$ cat src/rtl/spi_packet_rx.sv
// spi_packet_rx
// SPI mode-0 slave front end. Receives 16-bit frames (MSB first) from the MCU,
// oversampled in the clk domain, and hands each complete frame to the packet
// decoder as two bytes plus a one-cycle ready strobe. A chip select that rises
// part-way through a frame raises a one-cycle frameError and the partial bits
// are thrown away.
//
// Ports:
//   clk        - system clock, rising edge
//   reset      - synchronous, active-high reset
//   sck        - SPI clock from MCU (asynchronous, CPOL=0 CPHA=0)
//   sdi        - SPI data from MCU (asynchronous, MSB first)
//   cs         - chip select from MCU (asynchronous, active-low)
//   spiPacket1 - first byte of the last complete frame
//   spiPacket2 - second byte of the last complete frame
//   ready      - one-cycle pulse when spiPacket1/spiPacket2 are reloaded
//   frameError - one-cycle pulse when cs deasserts mid-frame
module spi_packet_rx (
  input  logic       clk,
  input  logic       reset,
  input  logic       sck,
  input  logic       sdi,
  input  logic       cs,
  output logic [7:0] spiPacket1,
  output logic [7:0] spiPacket2,
  output logic       ready,
  output logic       frameError
);

  typedef enum logic [1:0] {
    ARM   = 2'd0,
    IDLE  = 2'd1,
    SHIFT = 2'd2
  } state_t;

  state_t      r_state;
  state_t      w_nextState;

  logic [2:0]  r_sckSync;
  logic [1:0]  r_sdiSync;
  logic [1:0]  r_csSync;

  logic [1:0]  r_armCnt;
  logic [3:0]  r_bitCnt;
  logic [15:0] r_shiftReg;
  logic        r_frameDone;
  logic [7:0]  r_packet1;
  logic [7:0]  r_packet2;
  logic        r_ready;
  logic        r_frameError;

  logic        w_sckRise;
  logic        w_csHigh;
  logic        w_sdiBit;
  logic        w_startFrame;
  logic        w_shiftEn;
  logic        w_abort;

  assign w_sckRise = r_sckSync[1] & ~r_sckSync[2];
  assign w_csHigh  = r_csSync[1];
  assign w_sdiBit  = r_sdiSync[1];

  // Bring the three SPI pins into the clk domain. Index 0 is the first flop,
  // index 1 the synchronized value, and sck gets a third flop so a rising
  // edge can be seen as stage2=1/stage3=0. The cs chain preloads to the
  // deasserted level so reset never looks like a frame start.
  always_ff @(posedge clk) begin
    if (reset) begin
      r_sckSync <= 3'b000;
      r_sdiSync <= 2'b00;
      r_csSync  <= 2'b11;
    end else begin
      r_sckSync <= {r_sckSync[1:0], sck};
      r_sdiSync <= {r_sdiSync[0], sdi};
      r_csSync  <= {r_csSync[0], cs};
    end
  end

  // State register for the receive FSM.
  always_ff @(posedge clk) begin
    if (reset) begin
      r_state <= ARM;
    end else begin
      r_state <= w_nextState;
    end
  end

  // Next-state and control decode. ARM only trusts the synchronized cs once
  // the chain has been refilled from the pin after reset (r_armCnt reaches 2);
  // otherwise the preloaded 1s would let a cs that was already low at reset
  // release sneak through as a frame start. In SHIFT a cs deassertion takes
  // priority over a coincident sck edge, so the abort test sees the bit count
  // from before that edge.
  always_comb begin
    w_nextState  = r_state;
    w_startFrame = 1'b0;
    w_shiftEn    = 1'b0;
    w_abort      = 1'b0;
    case (r_state)
      ARM: begin
        if ((r_armCnt == 2'd2) && w_csHigh) begin
          w_nextState = IDLE;
        end
      end
      IDLE: begin
        if (!w_csHigh) begin
          w_nextState  = SHIFT;
          w_startFrame = 1'b1;
        end
      end
      SHIFT: begin
        if (w_csHigh) begin
          w_nextState = IDLE;
          w_abort     = (r_bitCnt != 4'd0);
        end else if (w_sckRise) begin
          w_shiftEn = 1'b1;
        end
      end
      default: begin
        w_nextState = ARM;
      end
    endcase
  end

  // Settling counter for ARM. It only runs while in ARM and is cleared by
  // reset, which is the only way back into ARM.
  always_ff @(posedge clk) begin
    if (reset) begin
      r_armCnt <= 2'd0;
    end else if ((r_state == ARM) && (r_armCnt != 2'd2)) begin
      r_armCnt <= r_armCnt + 2'd1;
    end
  end

  // Shift register and bit counter. The counter wraps 15 -> 0 so several
  // frames can follow each other inside one cs assertion. r_frameDone marks
  // the cycle after the 16th bit lands, at which point r_shiftReg already
  // holds the whole frame.
  always_ff @(posedge clk) begin
    if (reset) begin
      r_shiftReg  <= 16'h0000;
      r_bitCnt    <= 4'd0;
      r_frameDone <= 1'b0;
    end else begin
      r_frameDone <= w_shiftEn && (r_bitCnt == 4'd15);
      if (w_startFrame) begin
        r_shiftReg <= 16'h0000;
        r_bitCnt   <= 4'd0;
      end else if (w_shiftEn) begin
        r_shiftReg <= {r_shiftReg[14:0], w_sdiBit};
        r_bitCnt   <= r_bitCnt + 4'd1;
      end
    end
  end

  // Output registers. The packet bytes change only on a completed frame, so
  // an aborted frame leaves the previous packet visible. ready and frameError
  // cannot coincide: a pending frameDone means the count just wrapped to 0,
  // and an abort needs a nonzero count.
  always_ff @(posedge clk) begin
    if (reset) begin
      r_packet1    <= 8'h00;
      r_packet2    <= 8'h00;
      r_ready      <= 1'b0;
      r_frameError <= 1'b0;
    end else begin
      r_ready      <= r_frameDone;
      r_frameError <= w_abort;
      if (r_frameDone) begin
        r_packet1 <= r_shiftReg[15:8];
        r_packet2 <= r_shiftReg[7:0];
      end
    end
  end

  assign spiPacket1 = r_packet1;
  assign spiPacket2 = r_packet2;
  assign ready      = r_ready;
  assign frameError = r_frameError;

endmodule

$ cat config.mk
export PLATFORM = sky130hd
export DESIGN_NAME = spi_packet_rx
export DESIGN_NICKNAME = d
export VERILOG_FILES = /design/src/rtl/spi_packet_rx.sv
export SDC_FILE = /design/constraint.sdc
export NUM_CORES = 1
export LEC_CHECK = 0
export ABC_CLOCK_PERIOD_IN_PS = 1200
export BUFFER_PORTS_ARGS = -buffer_cell sky130_fd_sc_hd__buf_2
export CAP_MARGIN = 10
export CORE_UTILIZATION = 53
export CTS_BUF_LIST = sky130_fd_sc_hd__clkbuf_8
export CTS_CLUSTER_DIAMETER = 80
export DETAILED_ROUTE_END_ITERATION = 10
export PLACE_DENSITY_LB_ADDON = 0.1
export RECOVER_POWER = 50
export SYNTH_ARGS = -nofsm -noshare
export SYNTH_HDL_FRONTEND = slang
export SYNTH_SLANG_ARGS = --single-unit
export TNS_END_PERCENT = 50
$ cat constraint.sdc
create_clock -name clk -period 1.2 [get_ports clk]
set_clock_uncertainty 0.05 [all_clocks]
set_input_delay 0.12 -clock clk [delete_from_list [all_inputs] [get_ports clk]]
set_output_delay 0.12 -clock clk [all_outputs]
set_load 0.01 [all_outputs]
==> results of run 1 <==
==> layer usage <==
| metal | vias up | part of all wire | GRT usage |
|---|---|---|---|
| met4 | 0 | 0.013 | 0.0974 |
| met3 | 7 | 0.033 | 0.0441 |
| met2 | 24 | 0.49 | 0.354 |
| li1 | 731 | - | - |
| met1 | 706 | 0.47 | 0.251 |
| met5 | - | 0 | 0 |
==> flip-flops by register name, indices dropped and copies added (netlist names) <==
signal,cells
r_shiftReg,16
spiPacket1,8
spiPacket2,8
r_bitCnt,4
r_sckSync,3
r_armCnt,2
r_csSync,2
r_sdiSync,2
r_state,2
frameError,1
r_frameDone,1
ready,1
==> timing repair <==
action                                 in CTS  in global routing
setup endpoints to repair                   7                 21
gates resized for setup                     5                 32
cloned                                      0                  3
setup buffers                               0                  1
pin swaps                                   0                  9
endpoints found under the hold margin       3                  0
hold buffers                                3                  0
==> final timing paths <==
| check | start | end | slack, ns |
|---|---|---|---|
| setup / recovery | r_bitCnt[1]$_SDFFE_PP0P_ | r_bitCnt[2]$_SDFFE_PP0P_ | -0.09 |
| hold / removal | reset | spiPacket2[3]$_SDFFE_PP0P_ | 0.15 |
| setup reg to reg | r_bitCnt[1]$_SDFFE_PP0P_ | r_bitCnt[2]$_SDFFE_PP0P_ | -0.09 |
| hold reg to reg | r_csSync[0]$_SDFF_PP1_ | r_csSync[1]$_SDFF_PP1_ | 0.37 |
==> layout by cell type, fill, tap and decap left out, drive strengths merged <==
| cell | n |
|---|---|
| buf | 25 |
| a21oi | 20 |
| dlygate4sd3 | 3 |
| inv | 8 |
| and4bb | 1 |
| a211oi | 2 |
| nand2b | 1 |
| or4 | 2 |
| nand4bb | 1 |
| nand3 | 19 |
| nor3 | 2 |
| o31ai | 2 |
| nor2b | 6 |
| o21ai | 18 |
| dfxtp | 50 |
| clkinv | 1 |
| nor2 | 19 |
| or2 | 2 |
| xnor2 | 2 |
| clkbuf | 20 |
| ha | 3 |
| nand3b | 1 |
| nor4 | 1 |
| a2111oi | 1 |
| mux2i | 16 |
| a31o | 1 |
==> where the power goes <==
| part | total, W | leakage, nW | internal, W | switching [W] |
|---|---|---|---|---|
| registers | 0.00174 | 0.407 | 0.00170 | 0.0000409 |
| clock network | 0.000992 | 0.0530 | 0.000468 | 0.000524 |
| logic | 0.000354 | 0.353 | 0.000182 | 0.000171 |
| total | 0.00309 | 0.813 | 0.00235 | 0.000736 |
==> worst register-to-register path, cell delays in order (launching register included) <==
cell	delay (ns)
dfxtp_4	0.38
ha_4	0.13
inv_2	0.03
or4_4	0.50
a21oi_2	0.15
==> kinds of logic after synthesis <==
| family | count (synthesis) |
|---|---|
| AND/OR/NAND/NOR | 55 |
| XOR/XNOR | 2 |
| buffers and inverters | 21 |
| AO/OA/AOI/OAI | 44 |
| flip-flops | 50 |
| multiplexers | 16 |
| adder cells (fa/ha/maj) | 3 |
==> stage by stage <==
step | hold WS, ns | cells
after floorplan | 0.174 | 191
after global placement | 0.252 | 258
after detailed placement | 0.258 | 258
after CTS | 0.114 | 269
after global routing | 0.161 | 273
final | 0.151 | 273
==> cell type report <==
type                       count  area share
timing repair buffer          42       0.137
sequential                    50       0.424
tap                           46      0.0240
clock inverter                 2     0.00522
multi-input combinational    120       0.364
inverter                       7      0.0110
clock buffer                   6      0.0345
==> qor.csv, run 1 <==
metric,value,unit
status,finished with violations,
failing checks,setup timing,
crit path kind,reg2reg,
final hold viol count,0,
"IR drop worst, VDD",0.00121,V
"Slowest-stage cell, CP",or4_4,
dpl ws,-0.0925,ns
Setup TNS,-0.383,ns
post-synth cell types,28,
Post-synth ARST share,0,
Final ANT Viol Nets,0,
leading post-synthesis cells by cell area,"dfxtp_1 54%, mux2i_1 8.7%, a21oi_1 5.4%",
Top Ports,23,
fraction of layout cells with a size suffix above 1,0.269,
Reg area,1020,sq um
die area,3730,sq um
first-pass GRT wire length,5620,um
hold path depth,3,
dominant cell type by area after synthesis,dfxtp_1,
final core utilization,0.718,
largest net degree at the start of global routing,21,
multi-input logic area,871,sq um
top-count cell post-synth,dfxtp_1,
post-route cell area,2390,sq um
total clock sinks,50,
first-pass detailed-route iteration total,4,
PwrDens,1290,nW/um^2
Total Routing Usage GR,0.208,
CTS Buffer Depth,2,
Static Leak,0.813,nW
"Clk Latency, worst-skew pair",0.30,ns
RSZ-0062 raised after global routing,true,
fin crit share,1.07,
portion of netlist area occupied by mux cells,0.0867,
drt drc,0,
Routed WL per cell,14.2,um
"Reg clk slew, reported paths",0.09,ns
clk root buf,clkbuf_8,
Tmin final,1.29,ns
remaining global-route overflow,0,
Avg Vias per Cell,5.38,
"top cells by count, synth","50 x dfxtp_1, 20 x a21oi_1, 19 x nand3_1, 19 x nor2_1, 18 x o21ai_0",
CP Data Arrival Time,1.48,ns
Starting Density,0.554,
Iter 0 DRT Violations,69,
Buf/Inv on CP,1,
worst-case reg-to-reg path depth,4,
Die W,61.1,um
Placer Congestion,0.777,
Synth Instances,191,
DRT Wirelength,3870,um
Cell Rows,21,
syn nets,199,
"Warnings, synthesis",0,
Synth Area in Compound Gates,0.129,
"Primary FF master, synth",dfxtp_1,
CP peak stage delay,0.50,ns
CTS tree,built,
Pwr Total,0.00309,W
Critical Path RT,1.39,ns
Worst-Margin Slew,0.254,ns
Levels on crit path,4,
CTS H-tree lvls,2,
FMAX,777,MHz
Area after DPL,2090,sq um
final net count,234,
TritonCTS Buffers,5,
initial antenna violation count,0,
"Cell Area, Synth",1850,sq um
Final Setup Violations,14,
die boundary height,61.1,um
# port buffers,22,
Setup crit start kind,register,
register bit total from synthesis,50,
Max-Cap Viols,0,
syn avg cell area,9.68,sq um
Yosys top cell area share,0.542,
Syn-to-layout area delta,29.6,%
"CP delay by family, top",simple AND/OR/NAND/NOR gates,
crit-path max FO,4,
Post-synth EDFFs,0,
post-synthesis simple-gate area fraction,0.163,
via count,1468,
Worst Setup End Kind,register,
Max-slew headroom,0.831,
CORE AREA,3340,sq um
Post-Synth XOR/XNOR Area,0.00948,
final worst setup slack,-0.0864,ns
diodes inserted,0,
Post-Synth Adder-Cell Area,0.0203,
number of global-route vias before repair,1281,
crit-path cells,ha_4 -> inv_2 -> or4_4 -> a21oi_2,
min-delay worst type,in2reg,
part of the Yosys area used for sequential elements,0.542,
Slew Limit Fails,0,
largest family of logic cells by synthesized area,simple AND/OR/NAND/NOR gates,
Fillers,266,
placed wire-length estimate,2380,um
Power figures use the tool's default switching activity.
==> run 2, diff against run 1 <==
--- a/config.mk
+++ b/config.mk
@@ -5,7 +5,7 @@
 export SDC_FILE = /design/constraint.sdc
 export NUM_CORES = 1
 export LEC_CHECK = 0
-export ABC_CLOCK_PERIOD_IN_PS = 1200
+export ABC_CLOCK_PERIOD_IN_PS = 1100
 export BUFFER_PORTS_ARGS = -buffer_cell sky130_fd_sc_hd__buf_2
 export CAP_MARGIN = 10
 export CORE_UTILIZATION = 53
==> constraint.sdc (replaced) <==
create_clock -name clk -period 1.1 [get_ports clk]
set_clock_uncertainty 0.05 [all_clocks]
set_input_delay 0.11 -clock clk [delete_from_list [all_inputs] [get_ports clk]]
set_output_delay 0.11 -clock clk [all_outputs]
set_load 0.01 [all_outputs]
==> run 2 against run 1 <==
  * The run still ends with setup timing left
  * Sequential share of layout area fell by 2.5 points
  * Register-to-register slack lost 0.17 ns
  * Combinational power up 28%
  * Routed wire length up 6.6%
  * First-iteration DRC count decreased by 17%
  * Largest power group unchanged
  * Via count is 3.8% higher
  * Largest cell class unchanged
  * Hold slack got worse by 0.13 ns
  * Setup slack got worse by 0.17 ns
  * Die area unchanged
  * Cell area increased by 6.0%
  * Critical endpoint is now r_shiftReg[15]$_SDFFE_PP0P_
  * Sequential power up 9.8%
==> qor.csv, run 2 (synthesis gave the netlist of run 1 again) <==
metric,value,unit,change
Max-slew headroom,0.824,,-0.00616
"Slowest-stage cell, CP",and4bb_4,,
Critical Path RT,1.28,ns,-0.11 ns
met3 Usage GRT,0.0483,,+0.00420
"most common cell after layout, fill and taps aside",dfxtp_1,,
Syn-to-layout area delta,37.4,%,
Tmin final,1.36,ns,+0.0745 ns
"Most flops, register",r_shiftReg,,
Reg area,1010,sq um,-0.12%
Fillers,251,,-5.6%
"commonest non-fill, non-tap cells in the layout","43 x dfxtp_1, 19 x a21oi_1, 18 x nor2_1",,
status,finished with violations,,
CP Data Arrival Time,1.54,ns,+0.06 ns
Buf/Inv on CP,1,,unchanged
post-route cell area,2540,sq um,+6.0%
Total Routing Usage GR,0.241,,+0.0331
met1 usage,0.281,,+0.0298
final net count,244,,+4.3%
Most Crowded Layer GR,met2,,
RR Endpoint,r_shiftReg[15]$_SDFFE_PP0P_,,
fin crit share,1.24,,+0.165
die area,3730,sq um,unchanged
Die W,61.1,um,unchanged
Setup TNS,-2.91,ns,-2.53 ns
failing checks,setup timing,,
drt drc,0,,unchanged
CTS tree,built,,
Placer Congestion,0.758,,-2.4%
"Clk Latency, worst-skew pair",0.30,ns,about the same
TritonCTS Buffers,5,,unchanged
via count,1524,,+3.8%
placed wire-length estimate,2410,um,+1.2%
Final Setup Violations,25,,+11
CTS Buffer Depth,2,,unchanged
Area after DPL,2180,sq um,+4.2%
remaining global-route overflow,0,,unchanged
RSZ-0062 raised after global routing,true,,
first-pass GRT wire length,6420,um,+14%
final hold viol count,0,,unchanged
hold path depth,2,,-1
Slew Limit Fails,0,,unchanged
diodes inserted,0,,unchanged
Iter 0 DRT Violations,57,,-17%
final worst setup slack,-0.261,ns,-0.175 ns
Avg Vias per Cell,5.39,,+0.15%
FMAX,735,MHz,-5.5%
Worst-Margin Slew,0.263,ns,+0.00924 ns
DRT Wirelength,4130,um,+6.6%
die boundary height,61.1,um,unchanged
min-delay worst type,in2reg,,
Worst Setup End Kind,register,,
clk root buf,clkbuf_8,,
Cell Rows,21,,unchanged
Top Ports,23,,unchanged
Max-Cap Viols,0,,unchanged
crit-path cells,and4bb_4 -> bufbuf_16 -> nand3_1 -> a21oi_1,,
largest net degree at the start of global routing,21,,unchanged
Setup crit start kind,register,,
r2r startpoint,r_csSync[1]$_SDFF_PP1_,,
worst-case reg-to-reg path depth,4,,unchanged
CP peak stage delay,0.38,ns,-0.12 ns
crit path kind,reg2reg,,
max reg flops,16,,unchanged
critical hold path startpoint,reset,,
CORE AREA,3340,sq um,unchanged
Hold Crit Endpoint,r_state[1]$_SDFFE_PP0P_,,
PwrDens,1420,nW/um^2,+10%
total clock sinks,50,,unchanged
r2r setup slk,-0.26,ns,-0.17 ns
met2 usage,0.421,,+0.0668
initial antenna violation count,0,,unchanged
Routed WL per cell,14.6,um,+2.8%
"Reg clk slew, reported paths",0.09,ns,about the same
"IR drop worst, VDD",0.00108,V,-11%
multi-input logic area,898,sq um,+3.2%
Starting Density,0.554,,unchanged
Final ANT Viol Nets,0,,unchanged
number of global-route vias before repair,1417,,+11%
crit-path max FO,4,,unchanged
# port buffers,22,,unchanged
"CP delay by family, top",simple AND/OR/NAND/NOR gates,,
CTS H-tree lvls,2,,unchanged
Static Leak,0.909,nW,+12%
first-pass detailed-route iteration total,4,,unchanged
fraction of layout cells with a size suffix above 1,0.376,,+0.107
==> run 2: worst max-delay path by stage <==
stage / start / end / slack (ns) / cells after the start
CTS: r_bitCnt[0]$_SDFFE_PP0P_ / r_bitCnt[2]$_SDFFE_PP0P_ / -0.21 / 4
detailed placement: r_state[0]$_SDFFE_PP0P_ / r_bitCnt[3]$_SDFFE_PP0P_ / -0.14 / 3
finish: r_csSync[1]$_SDFF_PP1_ / r_shiftReg[15]$_SDFFE_PP0P_ / -0.26 / 4
global placement: r_bitCnt[0]$_SDFFE_PP0P_ / r_bitCnt[2]$_SDFFE_PP0P_ / -0.12 / 4
global route: r_csSync[1]$_SDFF_PP1_ / r_shiftReg[15]$_SDFFE_PP0P_ / -0.31 / 4
floorplan: r_bitCnt[0]$_SDFFE_PP0P_ / r_bitCnt[2]$_SDFFE_PP0P_ / -0.12 / 4
==> run 2: through the flow <==
step	setup slack (ns)	hold slack, ns	util	cells	power, W
4_1_cts	-0.209	0.0133	0.750	282	0.00363
3_3_place_gp	-0.118	0.242	0.654	265	0.00223
5_1_grt	-0.312	0.0303	0.761	283	0.00375
3_5_place_dp	-0.139	0.249	0.654	265	0.00226
2_1_floorplan	-0.116	0.164	-	191	0.00215
6_report	-0.261	0.0247	0.761	283	0.00361
==> run 2: final cells by class <==
cell class | instances | area share
inverters | 7 | 0.0103
clock inverters | 3 | 0.0158
repair buffers | 52 | 0.171
multi-input cells | 120 | 0.354
well taps | 46 | 0.0227
clock buffers | 5 | 0.0271
flip-flops and latches | 50 | 0.400
==> run 2: where the power goes <==
group	internal (W)	leakage, nW	switching, W	total, W
clock	0.000669	0.0579	0.000580	0.00125
combinational	0.000237	0.444	0.000216	0.000453
sequential	0.00187	0.407	0.0000382	0.00191
==> run 2: routing by layer <==
metal | vias up | share of wire | wire (um)
met5 | - | 0 | 0
met4 | 0 | 0.029 | 118
met3 | 11 | 0.036 | 150
met2 | 40 | 0.49 | 2020
met1 | 724 | 0.44 | 1840
li1 | 749 | - | -
==> run 2: repair_timing <==
| action | 4_1_cts | 5_1_grt |
|---|---|---|
| gates resized for setup | 24 | 6 |
| buffers inserted | 3 | 0 |
| cloned | 3 | 1 |
| pin swaps | 8 | 4 |
| setup endpoints to repair | 24 | 25 |
| hold buffers | 3 | 0 |
| hold endpoints to repair | 3 | 0 |
